## config.mk

```make
export PLATFORM = sky130hd
export DESIGN_NAME = game_controller
export DESIGN_NICKNAME = d
export VERILOG_FILES = /design/src/rtl/game_pkg.sv /design/src/rtl/result_hold_timer.sv /design/src/rtl/game_controller.sv
export SDC_FILE = /design/constraint.sdc
export NUM_CORES = 1
export LEC_CHECK = 0
export CAP_MARGIN = 20
export CORE_ASPECT_RATIO = 1.2
export CORE_MARGIN = 1.5
export CORE_UTILIZATION = 30
export CTS_CLUSTER_DIAMETER = 100
export CTS_CLUSTER_SIZE = 10
export DETAILED_ROUTE_END_ITERATION = 10
export PLACE_DENSITY_LB_ADDON = 0.15
export SYNTH_ARGS = -nofsm -noshare
export SYNTH_HDL_FRONTEND = slang
export SYNTH_SLANG_ARGS = --single-unit
```

## constraint.sdc

```tcl
create_clock -name clk -period 2.7 [get_ports clk]
set_input_delay 0.54 -clock clk [delete_from_list [all_inputs] [get_ports clk]]
set_output_delay 0.54 -clock clk [all_outputs]
set_load 0.01 [all_outputs]
```

## src/rtl/game_pkg.sv

```systemverilog
// Shared types and constants for the penalty-game controller.
package game_pkg;

  typedef enum logic [2:0] {
    START   = 3'd0,
    KEEPER  = 3'd1,
    SHOOTER = 3'd2,
    WINNER  = 3'd3,
    LOOSER  = 3'd4
  } g_state;

  typedef enum logic {
    SOLO  = 1'b0,
    MULTI = 1'b1
  } g_mode;

  localparam int unsigned SCORE_W             = 4;
  localparam int unsigned ROUND_W             = 4;
  localparam int unsigned HOLD_CYCLES_DEFAULT = 130_000_000;

  // Decide the game once one side can no longer be caught with the shots left.
  function automatic g_state early_verdict(input int unsigned player, input int unsigned opponent,
                                           input int unsigned player_left,
                                           input int unsigned opponent_left,
                                           input g_state fallback);
    if (player > opponent + opponent_left) return WINNER;
    if (opponent > player + player_left) return LOOSER;
    return fallback;
  endfunction

endpackage

```

## src/rtl/result_hold_timer.sv

```systemverilog
// Result display timer: load starts a hold of HOLD_CYCLES cycles, expire marks its last cycle.
module result_hold_timer #(
  parameter int unsigned HOLD_CYCLES = 4
) (
  input  logic clk,
  input  logic rst,
  input  logic load,
  output logic active,
  output logic expire
);

  localparam int unsigned TW = (HOLD_CYCLES > 1) ? $clog2(HOLD_CYCLES) : 1;

  logic [TW-1:0] count_q;
  logic          active_q;

  always_ff @(posedge clk or negedge rst) begin
    if (!rst) begin
      count_q  <= '0;
      active_q <= 1'b0;
    end else if (load) begin
      count_q  <= TW'(HOLD_CYCLES - 1);
      active_q <= 1'b1;
    end else if (active_q) begin
      if (count_q == '0) begin
        active_q <= 1'b0;
      end else begin
        count_q <= count_q - TW'(1);
      end
    end
  end

  assign active = active_q;
  assign expire = active_q && (count_q == '0);

endmodule

```

## src/rtl/game_controller.sv

```systemverilog
// Penalty-game master FSM: turn sequencing, scoring, rounds and sudden death.
// Optional GAME_EARLY_FINISH_EN ends regulation as soon as the result is decided.
module game_controller
  import game_pkg::*;
#(
  parameter int unsigned ROUNDS      = 5,
  parameter int unsigned HOLD_CYCLES = HOLD_CYCLES_DEFAULT
) (
  input  logic                 clk,
  input  logic                 rst,
  input  logic                 start,
  input  logic                 mode_sel,
  input  logic                 shot_done,
  input  logic                 shot_goal,
  output g_state               game_state,
  output g_mode                game_mode,
  output logic [2*SCORE_W-1:0] score,
  output logic [ROUND_W-1:0]   round_counter,
  output logic                 is_scored,
  output logic                 hold_active
);

  g_state             state_q, state_d;
  g_mode              mode_q, mode_d;
  logic [SCORE_W-1:0] player_q, player_d, opp_q, opp_d;
  logic [ROUND_W-1:0] round_q, round_d;
  logic               scored_q, scored_d;
  logic               load, hold, expire, shot_ok;

  result_hold_timer #(
    .HOLD_CYCLES(HOLD_CYCLES)
  ) u_hold (
    .clk   (clk),
    .rst   (rst),
    .load  (load),
    .active(hold),
    .expire(expire)
  );

  assign shot_ok = shot_done && !hold && ((state_q == SHOOTER) || (state_q == KEEPER));

  always_comb begin
    state_d  = state_q;
    mode_d   = mode_q;
    player_d = player_q;
    opp_d    = opp_q;
    round_d  = round_q;
    scored_d = scored_q;
    load     = 1'b0;
    case (state_q)
      START: begin
        if (start) begin
          state_d  = SHOOTER;
          mode_d   = g_mode'(mode_sel);
          player_d = '0;
          opp_d    = '0;
          round_d  = '0;
          scored_d = 1'b0;
        end
      end
      SHOOTER: begin
        if (shot_ok) begin
          scored_d = shot_goal;
          load     = 1'b1;
          if (shot_goal && (player_q != '1)) player_d = player_q + SCORE_W'(1);
        end else if (expire) begin
          state_d = KEEPER;
`ifdef GAME_EARLY_FINISH_EN
          if (32'(round_q) < ROUNDS) begin
            state_d = early_verdict(32'(player_q), 32'(opp_q), ROUNDS - 32'(round_q) - 1,
                                    ROUNDS - 32'(round_q), KEEPER);
          end
`endif
        end
      end
      KEEPER: begin
        if (shot_ok) begin
          scored_d = shot_goal;
          load     = 1'b1;
          if (shot_goal && (opp_q != '1)) opp_d = opp_q + SCORE_W'(1);
          if (round_q != '1) round_d = round_q + ROUND_W'(1);
        end else if (expire) begin
          // round_q already counts the pair just completed
          if ((32'(round_q) >= ROUNDS) && (player_q != opp_q)) begin
            state_d = (player_q > opp_q) ? WINNER : LOOSER;
          end else begin
            state_d = SHOOTER;
          end
`ifdef GAME_EARLY_FINISH_EN
          if (32'(round_q) <= ROUNDS) begin
            state_d = early_verdict(32'(player_q), 32'(opp_q), ROUNDS - 32'(round_q),
                                    ROUNDS - 32'(round_q), state_d);
          end
`endif
        end
      end
      WINNER, LOOSER: begin
        if (start) state_d = START;
      end
      default: state_d = START;
    endcase
  end

  always_ff @(posedge clk or negedge rst) begin
    if (!rst) begin
      state_q  <= START;
      mode_q   <= MULTI;
      player_q <= '0;
      opp_q    <= '0;
      round_q  <= '0;
      scored_q <= 1'b0;
    end else begin
      state_q  <= state_d;
      mode_q   <= mode_d;
      player_q <= player_d;
      opp_q    <= opp_d;
      round_q  <= round_d;
      scored_q <= scored_d;
    end
  end

  assign game_state    = state_q;
  assign game_mode     = mode_q;
  assign score         = {player_q, opp_q};
  assign round_counter = round_q;
  assign is_scored     = scored_q;
  assign hold_active   = hold;

endmodule

```

=== Yosys cells after proc, flatten, opt, wreduce, memory -nomap -nowiden ===
Cells that the tools add are included.

* Add/subtract/negate cells: 4
* $lt $le $gt $ge: 2
* Equality and inequality tests: 21
* Mux-type cells: 30
* Reductions and logical operators: 23

{| class="wikitable"
|+ Operators by type and width
! operator !! number
|-
| 2-to-1 mux 27 bit || 3
|-
| 2-to-1 mux 4 bit || 7
|-
| logical NOT 27 bit || 1
|-
| subtractor 27 x 1 -> 27 bit, second input constant || 1
|-
| 2-to-1 mux 3 bit || 8
|-
| one-hot mux 4 bit (2 select lines) || 3
|-
| inequality test 2 bit, second input constant || 9
|-
| adder 4 x 1 -> 4 bit, second input constant || 3
|-
| inequality test 4 bit, second input constant || 3
|-
| one-hot mux 3 bit (4 select lines) || 1
|-
| AND reduction 4 bit || 3
|-
| inequality test 2 x 1 -> 1 bit, second input constant || 4
|-
| nonzero test 2 bit || 4
|-
| 2-to-1 mux 1 bit || 7
|-
| == test 3 x 2 -> 1 bit, second input constant || 2
|-
| logical AND 1 bit || 6
|-
| AND reduction 6 bit || 1
|-
| >= comparator 4 x 3 -> 1 bit, second input constant || 1
|-
| greater-than comparator 4 bit || 1
|-
| inequality test 4 bit || 1
|-
| AND reduction 2 bit || 2
|-
| OR reduction 2 bit || 2
|-
| == test 3 x 1 -> 1 bit, second input constant || 1
|-
| == test 3 bit, second input constant || 1
|-
| 5 further kinds || 5
|}

* Register bits: 45
* Input port bits: 6
* Output and inout bits: 18
* Word-level logic and storage cells: 88

=== Longest topological paths before layout ===
* Depth after elaboration: 7
* Depth in mapped cells: 7

=== Hierarchy ===
From an unflattened synthesis, not the netlist that was laid out.

* Cell total of the unflattened synthesis: 292
* Area, all modules: 2,735.1 sq um

{| class="wikitable"
|+ Modules (own cells, without submodules)
! module !! instances !! cells each !! area an instance (sq um)
|-
| result_hold_timer || 1 || 166 || 1,579.0
|-
| game_controller || 1 || 126 || 1,156.1
|}

=== Worst setup path after synthesis ===
No wires, ideal clock.

* Kind: register to register
* Start point: reg u_hold.count_q[15]
* End point: reg u_hold.count_q[19]
* Library setup time: 0.132 ns
* Data arrival time: 2.337 ns
* Data required time: 2.568 ns
* Setup slack: 0.232 ns
* Cell stages (with the launch flop): 6
* Buffers on the path: 0
* Cells stage by stage: dfrtp_1 -> or4_4 -> or4_4 -> a2111o_1 -> o21ai_1 -> or3b_1

* Longest elaborated chain between the ends: 4
* Elaborated cells on any way between the ends: 7

{| class="wikitable"
|+ Ends and longest elaborated chain
! what !! line !! RTL
|-
| from (decl) || result_hold_timer.sv:14 || <nowiki>logic [TW-1:0] count_q;</nowiki>
|-
| from (signal assigned) || result_hold_timer.sv:22 || <nowiki>count_q <= TW'(HOLD_CYCLES - 1);</nowiki>
|-
| from (signal assigned) || result_hold_timer.sv:28 || <nowiki>count_q <= count_q - TW'(1);</nowiki>
|-
| subtractor 27 x 1 -> 27 bit || result_hold_timer.sv:28 ||
|-
| 2-to-1 mux 27 bit || result_hold_timer.sv:25 || <nowiki>if (count_q == '0) begin</nowiki>
|-
| 2-to-1 mux 27 bit || result_hold_timer.sv:24 || <nowiki>end else if (active_q) begin</nowiki>
|-
| 2-to-1 mux 27 bit || result_hold_timer.sv:21 || <nowiki>end else if (load) begin</nowiki>
|}

Parallel ways exist; a longest one is shown, timed or not. The select of a mux whose other input is x is not followed.
A chain may end at the register's enable or synchronous reset.

=== Worst setup path in the final report ===
* Start point: reg u_hold.count_q[14]
* End point: reg u_hold.count_q[25]

Same word-level chain as after synthesis.

==> impl_results.md <==
- Status: finished clean
- Synth top cells by count: dfrtp_1 (44), nand2_1 (30), nor2_1 (19)
- Die X: slightly below 90 µm
- Min cycle time layout: 2.59 ns
- Max Clock Freq: 0.386 GHz
- Syn-to-layout area delta: 22.2%
- CP endpoint kind: register
- CTS Buffer Depth: 2
- Vias in the first global route: about 2.3k
- Synth unique cells: 47
- Largest net degree at the start of global routing: 25
- Share of cells above drive strength 1: a little under 9%
- Count leader, synth: dfrtp_1
- Startpoint Class: register
- Max-slew headroom: about half
- Crit path max fanout: 7
- Layout Nets: 339
- FFs w/ async S/R, synth: between 90% and 100%
- Gr ovfl total: 0
- Syn_area_per_cell: between 9 and 10 µm²
- Num ports: 24
- GRT Total Usage: between 10% and 20%
- Clk sinks: 45
- Row Count: 36
- Fin. max-slew vios: 0
- Clk_lat worst skew: around 0.3 ns
- Global-route wire length before repair: between 10,000 and 15,000 µm
- Final ANT Viol Nets: 0
- Synth top area share: between 40% and 50%
- Initial drt markers: 97
- Arrival time at the worst endpoint: about 2.8 ns
- Unrepaired setup endpoints after global routing: no
- Yosys warnings: 0
- Hold-fix buffers, CTS: 0
- # Post-CTS Setup Buffers: 0
- Leakage power: ~1.1 nW
- PnR worst setup slack: 0.109 ns
- Pwr/cell area: about 430 nW/µm²
- Setup Skew: just under 0.01 ns
- Post-Place Setup Slack: 0.131 ns
- Die Y: 105 µm
- Synth area leader: dfrtp_1
- Num CTS Buffers: 5
- Via density: between 5 and 6
- Final hold vios: 0
- DR DRC count: 0
- Worst-Margin Slew: between 0.7 and 0.8 ns
- Worst reg-to-reg path cell count: 5
- IO Port Bufs: 23
- Register area share after synthesis: between 40% and 50%
- CTS tree: built
- Pwr Total: ~1.4 mW
- EDFF count, synth: 0
- Root Buffer: clkbuf_8
- Synth Register Bits: 45
- Initial Utilization: a little under a third
- Largest cells by area after synthesis: dfrtp_1 (42%), ha_1 (4.8%), nand2_1 (4.3%)
- Max Cap Viol: 0
- DRT Pass-1 Iters: 5
- # fillers: roughly 820
- Synth Flop Type: dfrtp_1
- Post-Synthesis Cells: ~290
- H-tree depth: 2
- Clk slew on worst S/H paths: 0.09 ns
- Crit Path Class: reg2reg
- WL/cell: approximately 14 µm
- Total negative slack: 0 ns
- Final setup viols: 0
- Synthesized area: around 2600 µm²
- Via count: approximately 2.3k
- GP Congestion: approximately 0.83
- Max IR drop VDD: approximately 0.22 mV
- Antenna cells: 0
- Area of the core: 8240 µm²
- Cts repair resizes: 0
- Die area: around 9000 µm²
- Critical Path RT: 2.89 ns
- Initial antenna violation count: 0
- Worst min path class: in2async
- DP HPWL: roughly 4700 µm
- Tcrit/Tclk final: 96.0%
- Routed WL: roughly 6300 µm
- Syn nets: 301
==> cell type report <==
| type | instances | area, µm² | share of cell area (%) |
|---|---|---|---|
| repair buffers | 36 | 335 | 10.6 |
| multi-input cells | 220 | 1390 | 43.9 |
| flip-flops and latches | 45 | 1130 | 35.6 |
| well taps | 114 | 143 | 4.50 |
| inverters | 15 | 56.3 | 1.78 |
| clock buffers | 7 | 86.3 | 2.72 |
| clock inverters | 1 | 30.0 | 0.947 |
==> metal layers <==
| metal | vias up | share of wire [%] | global-route usage [%] |
|---|---|---|---|
| met2 | 42 | 49 | 25.0 |
| met5 | - | 0 | 0 |
| li1 | 1129 | - | - |
| met1 | 1090 | 46 | 19.2 |
| met4 | 0 | 1.1 | 4.08 |
| met3 | 6 | 3.5 | 2.69 |
==> critical path, cell delays in order, from the launching register on <==
cell      delay, ns
dfrtp_1        0.43
or4_4          0.54
or4_4          0.51
a2111o_1       0.50
o21ai_1        0.14
or3b_1         0.35
==> registers in the layout (all words and copies together), names as in the netlist <==
| register | flops |
|---|---|
| is_scored | 1 |
| player_q | 4 |
| game_state | 3 |
| opp_q | 4 |
| u_hold.active | 1 |
| game_mode | 1 |
| round_counter | 4 |
| u_hold.count_q | 27 |
==> path summary, 6_finish.rpt <==
path,from,end,slack [ns]
max,u_hold.count_q[14],u_hold.count_q[25],0.11
min,rst,opp_q[2],0.22
max reg2reg,u_hold.count_q[14],u_hold.count_q[25],0.11
min reg2reg,u_hold.count_q[5],u_hold.count_q[5],0.51
max in group asynchronous,rst,game_mode,1.90
min in group clk,u_hold.count_q[5],u_hold.count_q[5],0.51
==> through the flow <==
step	cell area (µm²)	util, %	hold WS, ns	cells
finish	3170	38.4	0.216	438
global route	3170	38.4	0.251	438
floorplan	2590	-	0.244	285
CTS	3170	38.4	0.231	438
global placement	3050	37.0	0.486	430
detailed placement	3050	37.0	0.496	430
==> report_power, final <==
group / internal, mW / switching [mW] / total, mW / leakage [nW]
Sequential: 0.692 / 0.0163 / 0.708 / 0.499
Combinational: 0.0590 / 0.0623 / 0.121 / 0.583
Clock: 0.302 / 0.242 / 0.545 / 0.0585
==> cell families after synthesis <==
kind of cell,share of synthesized area [%]
AO/OA/AOI/OAI,16.3
XOR/XNOR,3.04
adder cells (fa/ha/maj),4.82
buffers and inverters,2.89
flip-flops,43.5
multiplexers,2.36
AND/OR/NAND/NOR,27.1
==> cell usage in the layout (no fill, tap or decap), drive strengths merged, types with 3 or more instances in the layout <==
cell / n
nand3: 16
xnor2: 4
nand4: 4
o211ai: 5
dfrtp: 44
and2: 3
o2111ai: 3
clkbuf: 7
nor2b: 3
a21oi: 15
or4: 4
o21ai: 16
xor2: 5
nor3b: 3
nor3: 15
o31ai: 6
nand2: 30
inv: 15
nand2b: 9
mux2i: 5
or3: 6
nor2: 19
clkdlybuf4s50: 22
buf: 14
nor4: 6
or3b: 4
a211oi: 4
a31oi: 8
ha: 10
(Power assumes the default switching activity.)
